### src/rtl/color_pixel_pipe.sv
// color_pixel_pipe: two-stage valid/ready pipeline that splits a packed
// {green, blue, red} colour code into DAC channels, widening each field by
// bit replication, then applying dimming (>>1) and blanking.
// Optional feature macro: COLOR_PIXEL_PALETTE_EN adds a writable
// 2^CODE_W-entry palette that can replace field expansion per pixel.
module color_pixel_pipe #(
  parameter int unsigned CH_BITS  = 2,
  parameter int unsigned OUT_BITS = 4
) (
  input  logic                    clk,
  input  logic                    rst_n,
  input  logic                    in_valid,
  output logic                    in_ready,
  input  logic [3*CH_BITS-1:0]    in_code,
  input  logic                    in_blank,
  input  logic                    dim,
`ifdef COLOR_PIXEL_PALETTE_EN
  input  logic                    pal_sel,
  input  logic                    pal_we,
  input  logic [3*CH_BITS-1:0]    pal_addr,
  input  logic [3*OUT_BITS-1:0]   pal_wdata,
`endif
  output logic                    out_valid,
  input  logic                    out_ready,
  output logic [OUT_BITS-1:0]     out_red,
  output logic [OUT_BITS-1:0]     out_green,
  output logic [OUT_BITS-1:0]     out_blue
);

  localparam int unsigned CODE_W = 3 * CH_BITS;

  if (OUT_BITS < CH_BITS) begin : g_bad_width
    $error("color_pixel_pipe: OUT_BITS must be >= CH_BITS");
  end

  // Widen one field: output bit i copies input bit
  // CH_BITS-1 - ((OUT_BITS-1-i) mod CH_BITS), i.e. the field repeated MSB-first.
  function automatic logic [OUT_BITS-1:0] expand(input logic [CH_BITS-1:0] ch);
    logic [OUT_BITS-1:0] r;
    r = '0;
    for (int unsigned i = 0; i < OUT_BITS; i++) begin
      r[i] = ch[CH_BITS-1 - ((OUT_BITS-1-i) % CH_BITS)];
    end
    return r;
  endfunction

  logic                s1_valid, s2_valid;
  logic [CH_BITS-1:0]  s1_red, s1_blue, s1_green;
  logic                s1_blank, s1_dim;
  logic                adv2, accept;
  logic [OUT_BITS-1:0] x_red, x_green, x_blue;
  logic [OUT_BITS-1:0] n_red, n_green, n_blue;

  assign adv2      = s1_valid && (!s2_valid || out_ready);
  assign in_ready  = !s1_valid || adv2;
  assign accept    = in_valid && in_ready;
  assign out_valid = s2_valid;

`ifdef COLOR_PIXEL_PALETTE_EN
  logic [3*OUT_BITS-1:0] pal_mem [2**CODE_W];
  logic                  s1_pal;
  logic [3*OUT_BITS-1:0] s1_pal_data;

  // Palette storage: synchronous write, deliberately not reset.
  always_ff @(posedge clk) begin
    if (pal_we) pal_mem[pal_addr] <= pal_wdata;
  end

  // Palette lookup is captured at stage 1 so it reads pre-write data on a
  // same-cycle write to the same entry; stage 2 then picks it over expansion.
  always_ff @(posedge clk or negedge rst_n) begin
    if (!rst_n) begin
      s1_pal      <= 1'b0;
      s1_pal_data <= '0;
    end else if (accept) begin
      s1_pal      <= pal_sel;
      s1_pal_data <= pal_mem[in_code];
    end
  end
`endif

  // Stage 1: capture the code fields and sideband on an input transfer.
  always_ff @(posedge clk or negedge rst_n) begin
    if (!rst_n) begin
      s1_valid <= 1'b0;
      s1_red   <= '0;
      s1_blue  <= '0;
      s1_green <= '0;
      s1_blank <= 1'b0;
      s1_dim   <= 1'b0;
    end else if (accept) begin
      s1_valid <= 1'b1;
      s1_red   <= in_code[CH_BITS-1:0];
      s1_blue  <= in_code[2*CH_BITS-1:CH_BITS];
      s1_green <= in_code[CODE_W-1:2*CH_BITS];
      s1_blank <= in_blank;
      s1_dim   <= dim;
    end else if (adv2) begin
      s1_valid <= 1'b0;
    end
  end

  // Stage-2 next values: expand (or palette), then dim, then blank.
  always_comb begin
    x_red   = expand(s1_red);
    x_green = expand(s1_green);
    x_blue  = expand(s1_blue);
`ifdef COLOR_PIXEL_PALETTE_EN
    if (s1_pal) begin
      x_red   = s1_pal_data[OUT_BITS-1:0];
      x_blue  = s1_pal_data[2*OUT_BITS-1:OUT_BITS];
      x_green = s1_pal_data[3*OUT_BITS-1:2*OUT_BITS];
    end
`endif
    n_red   = s1_dim ? (x_red   >> 1) : x_red;
    n_green = s1_dim ? (x_green >> 1) : x_green;
    n_blue  = s1_dim ? (x_blue  >> 1) : x_blue;
    if (s1_blank) begin
      n_red   = '0;
      n_green = '0;
      n_blue  = '0;
    end
  end

  // Stage 2: output registers; hold while the downstream stalls.
  always_ff @(posedge clk or negedge rst_n) begin
    if (!rst_n) begin
      s2_valid  <= 1'b0;
      out_red   <= '0;
      out_green <= '0;
      out_blue  <= '0;
    end else if (adv2) begin
      s2_valid  <= 1'b1;
      out_red   <= n_red;
      out_green <= n_green;
      out_blue  <= n_blue;
    end else if (out_ready) begin
      s2_valid  <= 1'b0;
    end
  end

endmodule
### config.mk
export PLATFORM = sky130hd
export DESIGN_NAME = color_pixel_pipe
export DESIGN_NICKNAME = d
export VERILOG_FILES = /design/src/rtl/color_pixel_pipe.sv
export SDC_FILE = /design/constraint.sdc
export NUM_CORES = 1
export LEC_CHECK = 0
export CAP_MARGIN = 20
export CORE_UTILIZATION = 35
export CTS_BUF_LIST = sky130_fd_sc_hd__clkbuf_4 sky130_fd_sc_hd__clkbuf_8
export DETAILED_ROUTE_END_ITERATION = 10
export GPL_TIMING_DRIVEN = 0
export PLACE_DENSITY_LB_ADDON = 0.12
export SLEW_MARGIN = 0
export SYNTH_ARGS = -nofsm -noshare
export SYNTH_HDL_FRONTEND = slang
export SYNTH_SLANG_ARGS = --single-unit
### constraint.sdc
create_clock -name clk -period 1.59 [get_ports clk]
set_input_delay 0.2385 -clock clk [delete_from_list [all_inputs] [get_ports clk]]
set_output_delay 0.2385 -clock clk [all_outputs]
set_load 0.03 [all_outputs]
Word-level counts from Yosys, hierarchy flattened
Index checks and enable logic that the tools add are counted.
Widths: inputs -> output; s select.
{"block": "totals", "regBits": 22}
{"block": "classes", "n_reduce_logical": 8, "n_mux": 10}
{"cell": "$mux 4", "n": 6}
{"cell": "$mux 1", "n": 4}
{"cell": "$reduce_bool 2->1", "n": 2}
{"cell": "$logic_and 1x1->1", "n": 2}
{"cell": "$logic_not 1->1", "n": 2}
{"cell": "$logic_or 1x1->1", "n": 2}

Longest topological paths before layout
Gate-level depths: netlist of the first run.
{"block": "depth", "ltp_word": 6, "depth_mapped": 4, "depth_no_buf": 3}

Least setup slack after synthesis of the first run
OpenSTA, ideal clock, no wires.
{"block": "synth_timing", "kind": "flip-flop to flip-flop", "start": "register s2_valid (netlist: out_valid)", "end": "register s1_blank", "setup_ns": 0.128, "required_ns": 1.462, "setup_slack_ns": 0.132, "path_buffers": 0, "arrival_time_ns": 1.331, "path_stages_with_launch": 4, "cell_sequence": "dfrtp_1 nand3b_2 nand2_4 mux2_1"}
{"block": "synth_between", "elab_chain_cells": 5}
{"item": "start, declared", "line": "47", "source": "logic s1_valid, s2_valid;"}
{"item": "start signal, assigned", "line": "128", "source": "s2_valid <= 1'b0;"}
{"item": "start signal, assigned", "line": "133", "source": "s2_valid <= 1'b1;"}
{"item": "start signal, assigned", "line": "138", "source": "s2_valid <= 1'b0;"}
{"item": "$logic_not 1->1", "line": "54", "source": "assign adv2 = s1_valid && (!s2_valid || out_ready);"}
{"item": "$logic_or 1x1->1", "line": "54"}
{"item": "$logic_and 1x1->1", "line": "54"}
{"item": "$logic_or 1x1->1", "line": "55", "source": "assign in_ready = !s1_valid || adv2;"}
{"item": "net in_ready", "line": "13", "source": "output logic in_ready,"}
{"item": "$logic_and 1x1->1", "line": "56", "source": "assign accept = in_valid && in_ready;"}
{"item": "end signal, assigned", "line": "96", "source": "s1_blank <= in_blank;"}
{"item": "end, declared", "line": "49", "source": "logic s1_blank, s1_dim;"}
The timed path passes the listed nets, and every way through them passes these cells.
A chain may end at the register's enable or synchronous reset.

Worst setup path in the final report of the first run
{"block": "layout_timing", "start": "register s1_valid", "end": "output in_ready"}
{"block": "layout_between", "elab_chain_cells": 2, "word_cells_on_any_way": 3}
{"item": "start, declared", "line": "47"}
{"item": "start signal, assigned", "line": "85", "source": "s1_valid <= 1'b0;"}
{"item": "start signal, assigned", "line": "92", "source": "s1_valid <= 1'b1;"}
{"item": "start signal, assigned", "line": "99", "source": "s1_valid <= 1'b0;"}
{"item": "$logic_not 1->1 / $logic_and 1x1->1 (equally long branches)", "line": "55, 54"}
{"item": "$logic_or 1x1->1 *", "line": "55"}
{"item": "end, declared", "line": "13"}
Mark *: on every way between the ends. The rest lies on a longest branch, timed or not.

==> reports/results.ini, run 1 <==
[logic_synthesis]
syn_nets=69
yosysSeqAreaShare=0.585
synth_edf_count=0
async_reset_ff_frac=1.00
synth_top_cell_by_area=dfrtp_1
synth_cell_type_count=13
syn-instance-count=57
yosys-top-cells-count=19 x dfrtp_1, 8 x mux2_1, 6 x mux2i_1, 6 x o2bb2ai_1, 4 x buf_4
synth_most_common_cell=dfrtp_1
syn_area_sq_um=813
yosys_warnings=0
synthTopCellsByArea=dfrtp_1 58%, mux2_1 11%, mux2i_1 7.4%, o2bb2ai_1 6.5%, buf_4 3.7%
netlist.area_leader.share=0.585
synth-seq-cells=19
synthFlopType=dfrtp_1
avgSynthCellArea_sq_um=14.3

[clock_network]
h-tree-depth=1
hold_buffers=0
cts_made_buffers=3
cts_tree=built
post_cts_buffers=0
max-clock-path-buffers=2
root_buffer=clkbuf_4
clk_pin_slew_ns=0.10
cts_sinks=19
clk_latency_ns=0.29
cts_resized=8

[sta]
fin_ws_ns=0.0699
relSlewSlack=0.457
fmax_mhz=658
period_share=0.956
rsz0062_at_grt=false
finalHoldViolCount=0
slew_violations=0
fin_crit_ns=1.52
tightest_slew_ns=0.812
hold_ws_ns=0.407
final.setup_skew_ns=0.00324
finalSetupViolCount=0

[setup_path]
r2r-start=s1_valid
crit_path_start=s1_valid
worst_path_max_delay_cell=dfrtp_1
max_stage_delay_ns=0.45
crit_type=flip-flop to output port
worst-path-buf-inv=1
cp-start-kind=flip-flop
crit_family=flip-flops
worstPathRequired_ns=1.35
cp_cell_sequence=nand3b_2 > clkdlybuf4s15_1
crit_fanout=7
arrival_ns=1.28
critPathCaptureType=output port

[grt]
gr-total-overflow=0
antenna_found_initial=0
track_usage=0.134
grt_pass1_wl_microns=2470
grt_max_degree=20
first_global_vias=550

[cells_and_area]
areaGrowthSynthToFinish_pct=39.5
final_util=0.518
drive_gt1_frac=0.116
nFillCells=202
nNetsFinal=99
stdcell_count=114
antenna_cells=0

[place]
io_buffer_count=25
dp_cells=110
pre_cts_ws_ns=-0.200
place_congestion=0.706

[route]
viasPerCell=4.93
detail-route-antenna-nets=0
drt_iter0_drc=5
wl_per_cell_microns=12.5
drc=0
drtPass1Iterations=3
dr_total_vias=562
drt_wl_total_microns=1430

[status]
status=completed

[die]
start_util=0.371
coreArea_sq_um=2190
die-area_sq_um=2520
die_h_microns=50.2
die_w_microns=50.2
std_cell_rows=17
ios=26

[flow_run]
cap_violations=0

[hold_path]
min_path_type=input port to asynchronous set/reset pin

[power_and_ir_drop]
p_leak_nw=0.626
power_density_nw_per_um2=1150
ir_drop_v=0.000750

cell families after synthesis:
logic type / count (synthesis) / share of synthesized area
flops: 19 / 0.585
mux: 14 / 0.185
simple gates: 11 / 0.102
compound gates: 9 / 0.0923
buf+inv: 4 / 0.0369
per-stage QoR:
step	setup TNS, ns	instance area (sq um)	total power, W
2_1_floorplan	0	813	0.000903
3_3_place_gp	-0.193	1100	0.00110
3_5_place_dp	-0.200	1100	0.00111
4_1_cts	0	1120	0.00133
5_1_grt	0	1130	0.00139
6_report	0	1130	0.00131
per-layer routing:
metal  wire length (microns)  track usage
met1                     653        0.172
met4                       8       0.0429
met3                      92       0.0545
met2                     674        0.204
met5                       0            0
layout by cell type (no fill, tap or decap), types with 3 or more instances in the layout:
cell type        instances
o2bb2ai_1                6
a21o_1                   3
dlymetal6s2s_1           6
dfrtp_1                 19
mux2_1                   8
nand2b_1                 3
and4_1                   3
clkdlybuf4s50_1         11
buf_4                    4
clkbuf_4                 4
dlygate4sd2_1            7
mux2i_1                  6
power by group:
part / leakage, nW / internal (W) / switching, W / total, W
combinational: 0.374 / 0.000199 / 0.000240 / 0.000439
sequential: 0.233 / 0.000561 / 0.0000564 / 0.000618
clock: 0.0184 / 0.000115 / 0.000137 / 0.000252
state kept, by name, indices dropped and copies added, names as in the netlist:
signal     count
out_blue       3
out_green      3
out_red        3
out_valid      1
s1_blank       1
s1_blue        2
s1_dim         1
s1_green       2
s1_red         2
s1_valid       1
layout make-up:
| cell class | instances | area [sq um] | share of cell area |
|---|---|---|---|
| clock buffers | 4 | 30.0 | 0.0265 |
| plain buffers | 4 | 30.0 | 0.0265 |
| repair buffers | 25 | 256 | 0.226 |
| flip-flops and latches | 19 | 475 | 0.419 |
| well taps | 28 | 35.0 | 0.0309 |
| multi-input cells | 34 | 308 | 0.271 |
worst paths after layout:
check	cells after the start	slack, ns	end
max	2	0.07	in_ready
min	1	0.41	out_valid
max reg2reg	3	0.38	s1_blue[0]
min reg2reg	1	0.48	out_red[3]
max in group asynchronous	1	0.68	s1_red[1]
min in group clk	1	0.48	out_red[3]
Power figures use the tool's default switching activity.
==> run 2, diff against run 1 <==
- CORE_UTILIZATION: 35 -> 50
==> run 2 against run 1 <==
  * Via count rose by 1.2%
  * Wire length rose by 5.2%
  * Utilization rose by 22 points
  * Non-clock buffer count did not move
  * Clock-buffer cell count fell by 1
  * Flip-flop and latch count did not move
  * Sequential power barely moved
  * Combinational power rose by 1%
  * Critical path depth did not move
  * Clock power barely moved
  * Setup slack improved by 0.084 ns
  * Critical endpoint is now out_red[2]
==> reports/results.ini, run 2 (synthesized netlist as in run 1, its figures left out) <==
[clock_network]
root_buffer=clkbuf_4  ; unchanged
clk_latency_ns=0.30  ; was 0.29 ns
cts_sinks=19  ; unchanged
cts_made_buffers=3  ; unchanged
max-clock-path-buffers=2  ; unchanged
h-tree-depth=1  ; unchanged
hold_buffers=0  ; unchanged
clk_pin_slew_ns=0.11  ; was 0.10 ns
cts_tree=built  ; unchanged

[cells_and_area]
mostFrequentLayoutCells=19 x dfrtp_1, 11 x clkdlybuf4s50_1, 8 x mux2_1, 7 x dlymetal6s2s_1  ; was 19 x dfrtp_1, 11 x clkdlybuf4s50_1, 8 x mux2_1, 7 x dlygate4sd2_1
antenna_cells=0  ; unchanged
top_regs=out_blue: 3 flops, out_green: 3 flops, out_red: 3 flops  ; unchanged
nNetsFinal=99  ; unchanged
drive_gt1_frac=0.128  ; was 0.116
areaGrowthSynthToFinish_pct=37.2  ; was 39.5%
nFillCells=117  ; was 202
final_common_cell=dfrtp_1  ; unchanged
design_area_sq_um=1120  ; was 1130 sq um

[setup_path]
max_stage_delay_ns=0.42  ; was 0.45 ns
r2r_cells=3  ; unchanged
worst_path_max_delay_cell=dfrtp_1  ; unchanged
arrival_ns=1.20  ; was 1.28 ns
critPathCaptureType=output port  ; unchanged
cp_cell_sequence=buf_4 > dlygate4sd2_1  ; was nand3b_2 > clkdlybuf4s15_1
worstPathRequired_ns=1.35  ; about the same
crit_fanout=3  ; was 7
worstSetupPathDepth=2  ; unchanged
r2r_slack_ns=0.36  ; was 0.38 ns
worst-path-buf-inv=2  ; was 1
crit_family=buffers and inverters  ; was flip-flops
cp-start-kind=flip-flop  ; unchanged
crit_type=flip-flop to output port  ; unchanged

[route]
drc=0  ; unchanged
viasPerCell=5.58  ; was 4.93
detail-route-antenna-nets=0  ; unchanged
drtPass1Iterations=4  ; was 3
drt_iter0_drc=3  ; was 5
wl_per_cell_microns=14.7  ; was 12.5 microns
drt_wl_total_microns=1500  ; was 1430 microns
dr_total_vias=569  ; was 562

[sta]
fmax_mhz=697  ; was 658 MHz
tightest_slew_ns=0.853  ; was 0.812 ns
fin_crit_ns=1.44  ; was 1.52 ns
final.setup_skew_ns=0.00151  ; was 0.00324 ns
relSlewSlack=0.429  ; was 0.457
rsz0062_at_grt=false  ; unchanged
setup_tns_ns=0  ; unchanged
hold_ws_ns=0.414  ; was 0.407 ns
finalSetupViolCount=0  ; unchanged
fin_ws_ns=0.154  ; was 0.0699 ns
slew_violations=0  ; unchanged
period_share=0.903  ; was 0.956
finalHoldViolCount=0  ; unchanged

[die]
die_h_microns=42.3  ; was 50.2 microns
coreArea_sq_um=1510  ; was 2190 sq um
ios=26  ; unchanged
start_util=0.540  ; was 0.371
die-area_sq_um=1790  ; was 2520 sq um
std_cell_rows=14  ; was 17
die_w_microns=42.3  ; was 50.2 microns

[place]
place_congestion=0.730  ; was 0.706
postPlaceCellArea_sq_um=1080  ; was 1100 sq um
post-dp-hpwl_microns=1050
pre_cts_ws_ns=-0.190  ; was -0.200 ns
io_buffer_count=25  ; unchanged

[grt]
track_usage=0.185  ; was 0.134
first_global_vias=536  ; was 550
gr-total-overflow=0  ; unchanged
grt_max_degree=20  ; unchanged
grt_pass1_wl_microns=2480  ; was 2470 microns
antenna_found_initial=0  ; unchanged

[power_and_ir_drop]
ir_drop_v=0.000754  ; was 0.000750 V
p_leak_nw=0.636  ; was 0.626 nW
power_density_nw_per_um2=1180  ; was 1150 nW/um^2

[flow_run]
cap_violations=0  ; unchanged

[hold_path]
min_path_type=input port to asynchronous set/reset pin  ; unchanged

[status]
status=completed  ; unchanged

## run 2: cell count changes in the layout (fill, tap and decap cells not counted)
cell,delta
clkbuf_2,+1
clkbuf_4,-1
clkdlybuf4s15_1,-1
clkinv_2,+1
dlygate4sd2_1,-1
dlymetal6s2s_1,+1
## run 2: path summary, 6_finish.rpt
path	to	start
setup reg to reg	s1_blue[1]	s1_valid
hold / removal	out_blue[2]	rst_n
hold reg to reg	out_green[3]	out_green[3]
max in group asynchronous	s1_green[0]	rst_n
setup / recovery	out_red[2]	out_red[2]
min in group clk	out_green[3]	out_green[3]
## run 2: layout make-up
cell class	count	area [sq um]	share of cell area
Tap cell	16	20.0	0.0179
Clock inverter	1	5.00	0.00448
Sequential cell	19	475	0.426
Clock buffer	3	22.5	0.0202
Buffer	4	30.0	0.0269
Timing Repair Buffer	25	255	0.229
Multi-Input combinational cell	34	308	0.276
## run 2: layer usage
metal / up-vias / GRT usage / part of all wire
met5: - / 0 / 0
met4: 0 / 0.0563 / 0.0060
met3: 2 / 0.0302 / 0.061
met2: 20 / 0.292 / 0.44
met1: 285 / 0.265 / 0.49
li1: 262 / - / -
## run 2: report_power, final
group          total (W)  switching [W]  internal, W
registers       0.000617      0.0000554     0.000561
logic           0.000445       0.000244     0.000201
clock network   0.000251       0.000158    0.0000937
## run 2: repair_timing
| action | 4_1_cts | 5_1_grt |
|---|---|---|
| endpoints found under the hold margin | 0 | 0 |
| setup endpoints to repair | 7 | 8 |
| setup buffers | 0 | 0 |
| resized for setup | 7 | 9 |
## run 2: per-stage QoR
step	utilization	std cells	power, W
3_3_place_gp	0.719	98	0.00109
6_report	0.741	102	0.00131
5_1_grt	0.741	102	0.00137
4_1_cts	0.732	102	0.00132
2_1_floorplan	-	57	0.000903
3_5_place_dp	0.719	98	0.00111
